$ cat src/rtl/seq_div_pkg.sv
// Shared types and helpers for the sequential signed divider.
// Operand widths up to ABS_W bits are supported by abs_n().
package div_pkg;

  typedef enum logic [1:0] {IDLE, CALC, FIX, DONE} div_state_t;

  localparam int ABS_W = 64;

  // Callers sign-extend to ABS_W and truncate the result back to n bits.
  // Truncation keeps |-2^(n-1)| = 2^(n-1), which fits in n unsigned bits.
  function automatic logic [ABS_W-1:0] abs_n(input logic [ABS_W-1:0] v);
    return v[ABS_W-1] ? (~v + 64'd1) : v;
  endfunction

endpackage

$ cat src/rtl/seq_div_if.sv
// Start/Done handshake and operand/result bus of the sequential divider.
// Rem is present only when DIV_REM_EN is defined.
interface seq_div_if #(parameter int n = 8);

  logic         Start;
  logic [n-1:0] A;
  logic [n-1:0] B;
  logic         Busy;
  logic         Done;
  logic [n-1:0] Quot;
`ifdef DIV_REM_EN
  logic [n-1:0] Rem;
`endif
  logic         DivZero;

`ifdef DIV_REM_EN
  modport master (output Start, A, B, input Busy, Done, Quot, Rem, DivZero);
  modport slave  (input Start, A, B, output Busy, Done, Quot, Rem, DivZero);
`else
  modport master (output Start, A, B, input Busy, Done, Quot, DivZero);
  modport slave  (input Start, A, B, output Busy, Done, Quot, DivZero);
`endif

endinterface

$ cat src/rtl/seq_div_step.sv
// One combinational restoring-division step: shift in the next dividend bit
// and subtract the divisor when the partial remainder allows it.
module div_step #(parameter int n = 8) (
  input  logic [n-1:0] rem_i,
  input  logic         bit_i,
  input  logic [n-1:0] dvs_i,
  output logic [n-1:0] rem_o,
  output logic         q_o
);

  logic [n-1:0] shifted;

  always_comb begin
    shifted = {rem_i[n-2:0], bit_i};
    rem_o   = shifted;
    q_o     = 1'b0;
    if (shifted >= dvs_i) begin
      rem_o = shifted - dvs_i;
      q_o   = 1'b1;
    end
  end

endmodule

$ cat src/rtl/seq_div.sv
// Multi-cycle signed divider (truncating), one quotient bit per clock.
// Define DIV_REM_EN to get the Rem output and its sign-corrected register.
module seq_div
  import div_pkg::*;
#(
  parameter int n = 8
) (
  input logic      clk,
  input logic      reset,
  seq_div_if.slave bus
);

  localparam int CW = $clog2(n);

  div_state_t   state_q, state_d;
  logic [CW-1:0] count_q;
  logic [n-1:0] dvd_q;
  logic [n-1:0] rem_wk_q;
  logic [n-1:0] dvs_q;
  logic [n-1:0] quot_q;
  logic         sa_q, sb_q;
  logic         divzero_q;
`ifdef DIV_REM_EN
  logic [n-1:0] rem_q;
`endif

  logic [n-1:0] step_rem;
  logic         step_q;
  logic [n-1:0] abs_a, abs_b;

  assign abs_a = n'(abs_n(ABS_W'(signed'(bus.A))));
  assign abs_b = n'(abs_n(ABS_W'(signed'(bus.B))));

  div_step #(.n(n)) u_step (
    .rem_i (rem_wk_q),
    .bit_i (dvd_q[n-1]),
    .dvs_i (dvs_q),
    .rem_o (step_rem),
    .q_o   (step_q)
  );

  always_ff @(posedge clk or posedge reset) begin
    if (reset) state_q <= IDLE;
    else       state_q <= state_d;
  end

  always_comb begin
    state_d = state_q;
    case (state_q)
      IDLE: if (bus.Start) state_d = (bus.B == '0) ? DONE : CALC;
      CALC: if (count_q == '0) state_d = FIX;
      FIX:  state_d = DONE;
      DONE: state_d = IDLE;
      default: state_d = IDLE;
    endcase
  end

  always_comb begin
    bus.Busy = (state_q != IDLE);
    bus.Done = (state_q == DONE);
  end

  // Quotient bits shift into the bottom of dvd_q as dividend bits leave the top,
  // so after n steps dvd_q holds the unsigned quotient.
  always_ff @(posedge clk or posedge reset) begin
    if (reset) begin
      count_q   <= '0;
      dvd_q     <= '0;
      rem_wk_q  <= '0;
      dvs_q     <= '0;
      sa_q      <= 1'b0;
      sb_q      <= 1'b0;
      quot_q    <= '0;
      divzero_q <= 1'b0;
`ifdef DIV_REM_EN
      rem_q     <= '0;
`endif
    end else begin
      case (state_q)
        IDLE: begin
          if (bus.Start) begin
            if (bus.B == '0) begin
              quot_q    <= '1;
              divzero_q <= 1'b1;
`ifdef DIV_REM_EN
              rem_q     <= bus.A;
`endif
            end else begin
              dvd_q    <= abs_a;
              dvs_q    <= abs_b;
              rem_wk_q <= '0;
              sa_q     <= bus.A[n-1];
              sb_q     <= bus.B[n-1];
              count_q  <= CW'(n-1);
            end
          end
        end
        CALC: begin
          rem_wk_q <= step_rem;
          dvd_q    <= {dvd_q[n-2:0], step_q};
          if (count_q != '0) count_q <= count_q - CW'(1);
        end
        FIX: begin
          quot_q    <= (sa_q ^ sb_q) ? -dvd_q : dvd_q;
          divzero_q <= 1'b0;
`ifdef DIV_REM_EN
          rem_q     <= sa_q ? -rem_wk_q : rem_wk_q;
`endif
        end
        default: ;
      endcase
    end
  end

  assign bus.Quot    = quot_q;
  assign bus.DivZero = divzero_q;
`ifdef DIV_REM_EN
  assign bus.Rem     = rem_q;
`endif

endmodule

$ cat src/flat_wrapper.sv
// flat-port wrapper written by rule: the top's interface ports become plain ports
module seq_div_flat import div_pkg::*;
#(
  parameter int n = 8
)
  (clk, reset, bus_Start, bus_A, bus_B, bus_Busy, bus_Done, bus_Quot, bus_DivZero);
  seq_div_if #(.n(n)) bus_i ();
  input logic clk;
  input logic reset;
  input wire logic [$bits(bus_i.Start)-1:0] bus_Start;
  input wire logic [$bits(bus_i.A)-1:0] bus_A;
  input wire logic [$bits(bus_i.B)-1:0] bus_B;
  output wire logic [$bits(bus_i.Busy)-1:0] bus_Busy;
  output wire logic [$bits(bus_i.Done)-1:0] bus_Done;
  output wire logic [$bits(bus_i.Quot)-1:0] bus_Quot;
  output wire logic [$bits(bus_i.DivZero)-1:0] bus_DivZero;
  assign bus_i.Start = bus_Start;
  assign bus_i.A = bus_A;
  assign bus_i.B = bus_B;
  assign bus_Busy = bus_i.Busy;
  assign bus_Done = bus_i.Done;
  assign bus_Quot = bus_i.Quot;
  assign bus_DivZero = bus_i.DivZero;
  seq_div #(.n(n)) u_core (.clk(clk), .reset(reset), .bus(bus_i));
endmodule
$ cat config.mk
export PLATFORM = sky130hd
export DESIGN_NAME = seq_div_flat
export DESIGN_NICKNAME = d
export VERILOG_FILES = /design/src/rtl/seq_div_pkg.sv /design/src/rtl/seq_div_if.sv /design/src/rtl/seq_div_step.sv /design/src/rtl/seq_div.sv /design/src/flat_wrapper.sv
export SDC_FILE = /design/constraint.sdc
export NUM_CORES = 1
export LEC_CHECK = 0
export CAP_MARGIN = 40
export CELL_PAD_IN_SITES_DETAIL_PLACEMENT = 1
export CELL_PAD_IN_SITES_GLOBAL_PLACEMENT = 1
export CORE_MARGIN = 2
export CORE_UTILIZATION = 44
export CTS_CLUSTER_SIZE = 28
export DETAILED_ROUTE_END_ITERATION = 10
export GPL_TIMING_DRIVEN = 0
export MAX_ROUTING_LAYER = met4
export PLACE_DENSITY_LB_ADDON = 0.08
export SETUP_SLACK_MARGIN = 0.5
export SLEW_MARGIN = 15
export SYNTH_ARGS = -nofsm -noshare
export SYNTH_HDL_FRONTEND = slang
export SYNTH_HIERARCHICAL = 1
export SYNTH_SLANG_ARGS = --single-unit
$ cat constraint.sdc
create_clock -name clk -period 3.5 [get_ports clk]
set_clock_uncertainty 0.2 [all_clocks]
set_input_delay 0.7 -clock clk [delete_from_list [all_inputs] [get_ports clk]]
set_output_delay 0.7 -clock clk [all_outputs]
set_load 0.05 [all_outputs]
==> flow_metrics.py, run 1 <==
metrics = {
    "outcome": {
        "outcome": "completed",
    },
    "floorplanning": {
        "pin_count": 30,
        "std_cell_rows": 28,
        "dieArea_sq_mm": 0.00681,
        "initial_core_util_pct": 45.6,
        "die_y_um": 82.5,
        "core_sq_mm": 0.00596,
        "die-width_um": 82.5,
    },
    "finish": {
        "drive_above_1_share_pct": 15.1,
        "layout_common_cells": "dfrtp_1, inv_1, clkdlybuf4s50_1, nor2_1",
        "finalInstanceArea_sq_mm": 0.00325,
        "final_core_util_pct": 54.6,
        "nNetsFinal": 354,
        "num_antenna_cells": 0,
        "final_common_cell": "dfrtp_1",
        "area_growth_pct": 19.8,
    },
    "grt": {
        "grt_max_degree": 31,
        "overflow": 0,
        "grt_pass1_vias": 2254,
        "grt_pass1_wl_mm": 11.0,
        "grt_usage_pct": 21.6,
        "grt_antenna_before_repair": 0,
    },
    "min_path": {
        "hp-class": "flop to flop",
        "hold_depth": 1,
    },
    "placed_design": {
        "dp_hpwl_mm": 4.87,
        "gp_congestion": 0.797,
        "port_buffers": 27,
        "dpl_cell_area_sq_mm": 0.00310,
    },
    "clocking": {
        "cts_tree": "yes",
        "htree_num_levels": 2,
        "cts_buffer_depth": 2,
        "numCtsBuffers": 5,
        "clk_pin_slew_ps": 80,
        "cts-root-buf": "clkbuf_8",
        "clkSinkCount": 39,
        "clock_latency_ps": 290,
        "cts_hold_buf": 0,
    },
    "worst_setup_path": {
        "worst_ep_required_time_ps": 3480,
        "cp-end-kind": "flop",
        "rrSetupSlack_ps": 590,
        "crit_path_start_kind": "flop",
        "crit_type": "flop to flop",
        "crit_arrival_ps": 2890,
        "reg2regPathDepth": 9,
        "cp_max_fo": 8,
    },
    "synth": {
        "netlist_area_sq_mm": 0.00271,
        "synthCells": 279,
        "syn_avg_cell_area_sq_um": 9.73,
        "syn_nets": 316,
        "yosys_warnings": 6,
    },
    "sta": {
        "fin_crit_ps": 2910,
        "period_share_pct": 83.2,
        "hold_violations": 0,
        "rsz0062_at_grt": "false",
        "setup_viol": 0,
        "max_freq_mhz": 343,
        "tns_ps": 0,
        "slew_headroom_pct": 58.2,
        "tightestPinTransition_ps": 622,
        "maxSlewViolCount": 0,
    },
    "pwr": {
        "p_leak_nw": 1.44,
        "power_density_mw_per_mm2": 981,
        "peakVddDrop_mv": 0.518,
        "power_mw": 3.19,
    },
    "route": {
        "antenna_left": 0,
        "drt_first_pass_iters": 4,
        "drtIter0Drc": 74,
        "wire_per_inst_um": 16.5,
        "vias": 2173,
        "via_per_inst": 5.53,
        "drc": 0,
        "drt-total-wl_mm": 6.49,
    },
    "flow_run": {
        "drv_cap": 0,
    },
}
flip-flops by register name (all words and copies together) (netlist names):
signal / count
u_core/count_q: 3
u_core/sb_q: 1
u_core/sa_q: 1
u_core/dvs_q: 8
u_core/state_q: 2
u_core/bus.DivZero: 1
u_core/rem_wk_q: 7
u_core/bus.Quot: 8
u_core/dvd_q: 8
worst max-delay path: stages (launching register included):
cell,delay (ps)
dfrtp_1,390
inv_1,90
ha_1,240
fa_1,400
nand2b_1,200
a21oi_4,180
o221ai_2,150
a22oi_4,310
mux2_2,380
a32o_1,250
worst paths after layout:
| kind | from | end |
|---|---|---|
| max | u_core/dvd_q[7] | u_core/rem_wk_q[2] |
| min | u_core/rem_wk_q[6] | u_core/rem_wk_q[6] |
| min in group asynchronous | reset | u_core/bus.DivZero |
| max in group asynchronous | reset | u_core/dvs_q[5] |
| min reg2reg | u_core/rem_wk_q[6] | u_core/rem_wk_q[6] |
| max reg2reg | u_core/dvd_q[7] | u_core/rem_wk_q[2] |
cell type report:
cell class,count,area [sq um]
inverters,29,109
well taps,75,93.8
repair buffers,31,312
multi-input cells,199,1570
clock inverters,2,60.1
fillers,706,2700
flip-flops and latches,39,976
plain buffers,12,63.8
clock buffers,6,72.6
where the power goes:
group / leakage, nW / internal (mW) / switching [mW]
combinational: 0.915 / 0.843 / 1.07
clock: 0.0654 / 0.285 / 0.168
sequential: 0.461 / 0.660 / 0.164
total: 1.44 / 1.79 / 1.40
through the flow:
| stage | hold slack (ps) | instances | setup WS (ps) |
|---|---|---|---|
| 3_3_place_gp | 280 | 381 | 594 |
| 5_1_grt | 339 | 393 | 494 |
| 4_1_cts | 314 | 390 | 552 |
| 2_1_floorplan | 257 | 279 | 863 |
| 3_5_place_dp | 290 | 382 | 565 |
| 6_report | 311 | 393 | 588 |
per-layer routing:
metal | global-route usage (%) | vias up | routed length [um]
met1 | 28.7 | 1065 | 3230
met4 | 6.39 | 0 | 98
met2 | 34.8 | 24 | 3030
li1 | - | 1076 | -
met5 | - | - | 0
met3 | 2.61 | 8 | 135
timing repair:
action,in CTS,in global routing
pin swaps,0,1
cloned,0,0
setup endpoints to repair,1,4
buffers inserted,0,3
resized for setup,1,0
Power figures use the tool's default switching activity.
==> run 2: changes to the inputs <==
==> constraint.sdc (replaced) <==
create_clock -name clk -period 2.9 [get_ports clk]
set_clock_uncertainty 0.2 [all_clocks]
set_input_delay 0.58 -clock clk [delete_from_list [all_inputs] [get_ports clk]]
set_output_delay 0.58 -clock clk [all_outputs]
set_load 0.05 [all_outputs]
==> run 2 against run 1 <==
  * Hold slack lost 3.9 ps
  * Sequential cell count unchanged
  * Clock power increased by 7.7%
  * Fmax increased by 14%
  * Clock-buffer cell count did not move
  * Via count is 4.4% higher
  * Cell count up 2.3%
  * Core utilization up 2.9 points
  * Combinational power is 39% higher
  * Design area increased by 5.4%
  * Non-clock buffer count is 9 higher
  * Worst setup slack got worse by 250 ps
==> flow_metrics.py, run 2 (synthesis results as in run 1) <==
metrics = {
    "outcome": {
        "outcome": "completed",
    },
    "route": {
        "antenna_left": 0,
        "drtIter0Drc": 122,
        "wire_per_inst_um": 17.5,
        "drt_first_pass_iters": 4,
        "drc": 0,
        "via_per_inst": 5.64,
        "vias": 2269,
        "drt-total-wl_mm": 7.04,
    },
    "flow_run": {
        "drv_cap": 0,
    },
    "finish": {
        "layout_common_cells": "dfrtp_1, inv_1, clkdlybuf4s50_1, nor2_1, a21oi_1",
        "drive_above_1_share_pct": 21.1,
        "num_antenna_cells": 0,
        "area_growth_pct": 26.3,
        "final_common_cell": "dfrtp_1",
        "nNetsFinal": 363,
    },
    "grt": {
        "grt_usage_pct": 22.4,
        "grt_pass1_vias": 2295,
        "grt_pass1_wl_mm": 11.3,
        "overflow": 0,
        "grt_antenna_before_repair": 0,
        "grt_max_degree": 27,
    },
    "sta": {
        "setup_viol": 0,
        "maxSlewViolCount": 0,
        "tns_ps": 0,
        "fin_crit_ps": 2560,
        "tightestPinTransition_ps": 725,
        "hold_violations": 0,
        "max_freq_mhz": 391,
        "period_share_pct": 88.2,
        "worst_slack_ps": 343,
        "rsz0062_at_grt": "true",
        "slew_headroom_pct": 51.3,
    },
    "worst_setup_path": {
        "crit_path_start_kind": "flop",
        "cp-end-kind": "flop",
        "crit_arrival_ps": 2540,
        "cp_max_fo": 6,
        "crit_type": "flop to flop",
        "worst_ep_required_time_ps": 2880,
    },
    "clocking": {
        "cts_buffer_depth": 2,
        "htree_num_levels": 2,
        "clk_pin_slew_ps": 80,
        "cts_tree": "yes",
        "clock_latency_ps": 290,
        "numCtsBuffers": 5,
        "cts-root-buf": "clkbuf_8",
        "clkSinkCount": 39,
    },
    "placed_design": {
        "dp_hpwl_mm": 4.89,
        "place_ws_ps": 129,
        "port_buffers": 27,
        "gp_congestion": 0.806,
    },
    "min_path": {
        "hp-class": "flop to flop",
    },
    "pwr": {
        "peakVddDrop_mv": 0.582,
        "p_leak_nw": 1.53,
        "power_density_mw_per_mm2": 1210,
    },
    "floorplanning": {
        "initial_core_util_pct": 45.6,
        "std_cell_rows": 28,
        "core_sq_mm": 0.00596,
        "dieArea_sq_mm": 0.00681,
        "die-width_um": 82.5,
        "pin_count": 30,
        "die_y_um": 82.5,
    },
}
## run 2: changes by cell type in the layout (fill, tap and decap cells not counted), sizes merged
cell,previous run,this run
clkdlybuf4s50,26,23
bufinv,2,1
clkinv,0,1
buf,14,23
dlymetal6s2s,0,2
clkbuf,8,9
## run 2: final timing paths
path | start | end | slack, ps | depth (start not counted)
min in group asynchronous | reset | u_core/bus.Quot[7] | 360 | 2
max in group asynchronous | reset | u_core/dvd_q[5] | 1690 | 3
worst min register to register | u_core/count_q[0] | u_core/count_q[0] | 310 | 1
worst min-delay path | u_core/count_q[0] | u_core/count_q[0] | 310 | 1
worst max-delay path | u_core/dvd_q[7] | u_core/rem_wk_q[2] | 340 | 10
worst max register to register | u_core/dvd_q[7] | u_core/rem_wk_q[2] | 340 | 10
## run 2: layout make-up
| cell class | instances | area (sq um) |
|---|---|---|
| timing repair buffer | 40 | 409 |
| multi-input combinational | 199 | 1640 |
| clock inverter | 2 | 35.0 |
| clock buffer | 6 | 82.6 |
| tap | 75 | 93.8 |
| inverter | 29 | 109 |
| fill | 677 | 2530 |
| buffer | 12 | 78.8 |
| sequential | 39 | 976 |
## run 2: where the power goes
group	total [mW]	internal (mW)	switching, mW	leakage (nW)
Sequential	1.01	0.796	0.213	0.461
Combinational	2.65	1.23	1.42	1.00
Clock	0.488	0.279	0.209	0.0612
## run 2: per-stage QoR
step	cells	instance area (sq um)	utilization, %	hold WS [ps]	total power, mW
after floorplan	279	2750	-	257	2.79
after global placement	381	3110	52.2	281	3.30
after detailed placement	382	3130	52.5	293	3.38
after CTS	399	3360	56.4	309	4.08
after global routing	402	3430	57.5	337	4.46
final	402	3430	57.5	307	4.14
## run 2: what timing repair did
action | CTS | global route
pin swaps | 4 | 4
cloned | 1 | 0
buffers inserted | 8 | 3
setup endpoints to repair | 23 | 39
hold buffers | 0 | 0
resized for setup | 9 | 18
## run 2: metal layers
metal	wire, um	vias up	global-route usage (%)	part of all wire [%]
li1	-	1093	-	-
met4	66	0	3.93	0.94
met5	0	-	-	0
met2	3420	40	36.5	49
met1	3370	1129	30.0	48
met3	183	7	3.59	2.6
## run 2: worst max-delay path, cell delays in order (launching register included)
cell,delay [ps]
dfrtp_1,370
inv_2,70
ha_4,160
fa_2,340
nand2b_4,150
a21oi_4,140
o221ai_2,140
a22oi_4,160
buf_12,150
mux2_4,290
a32o_1,270
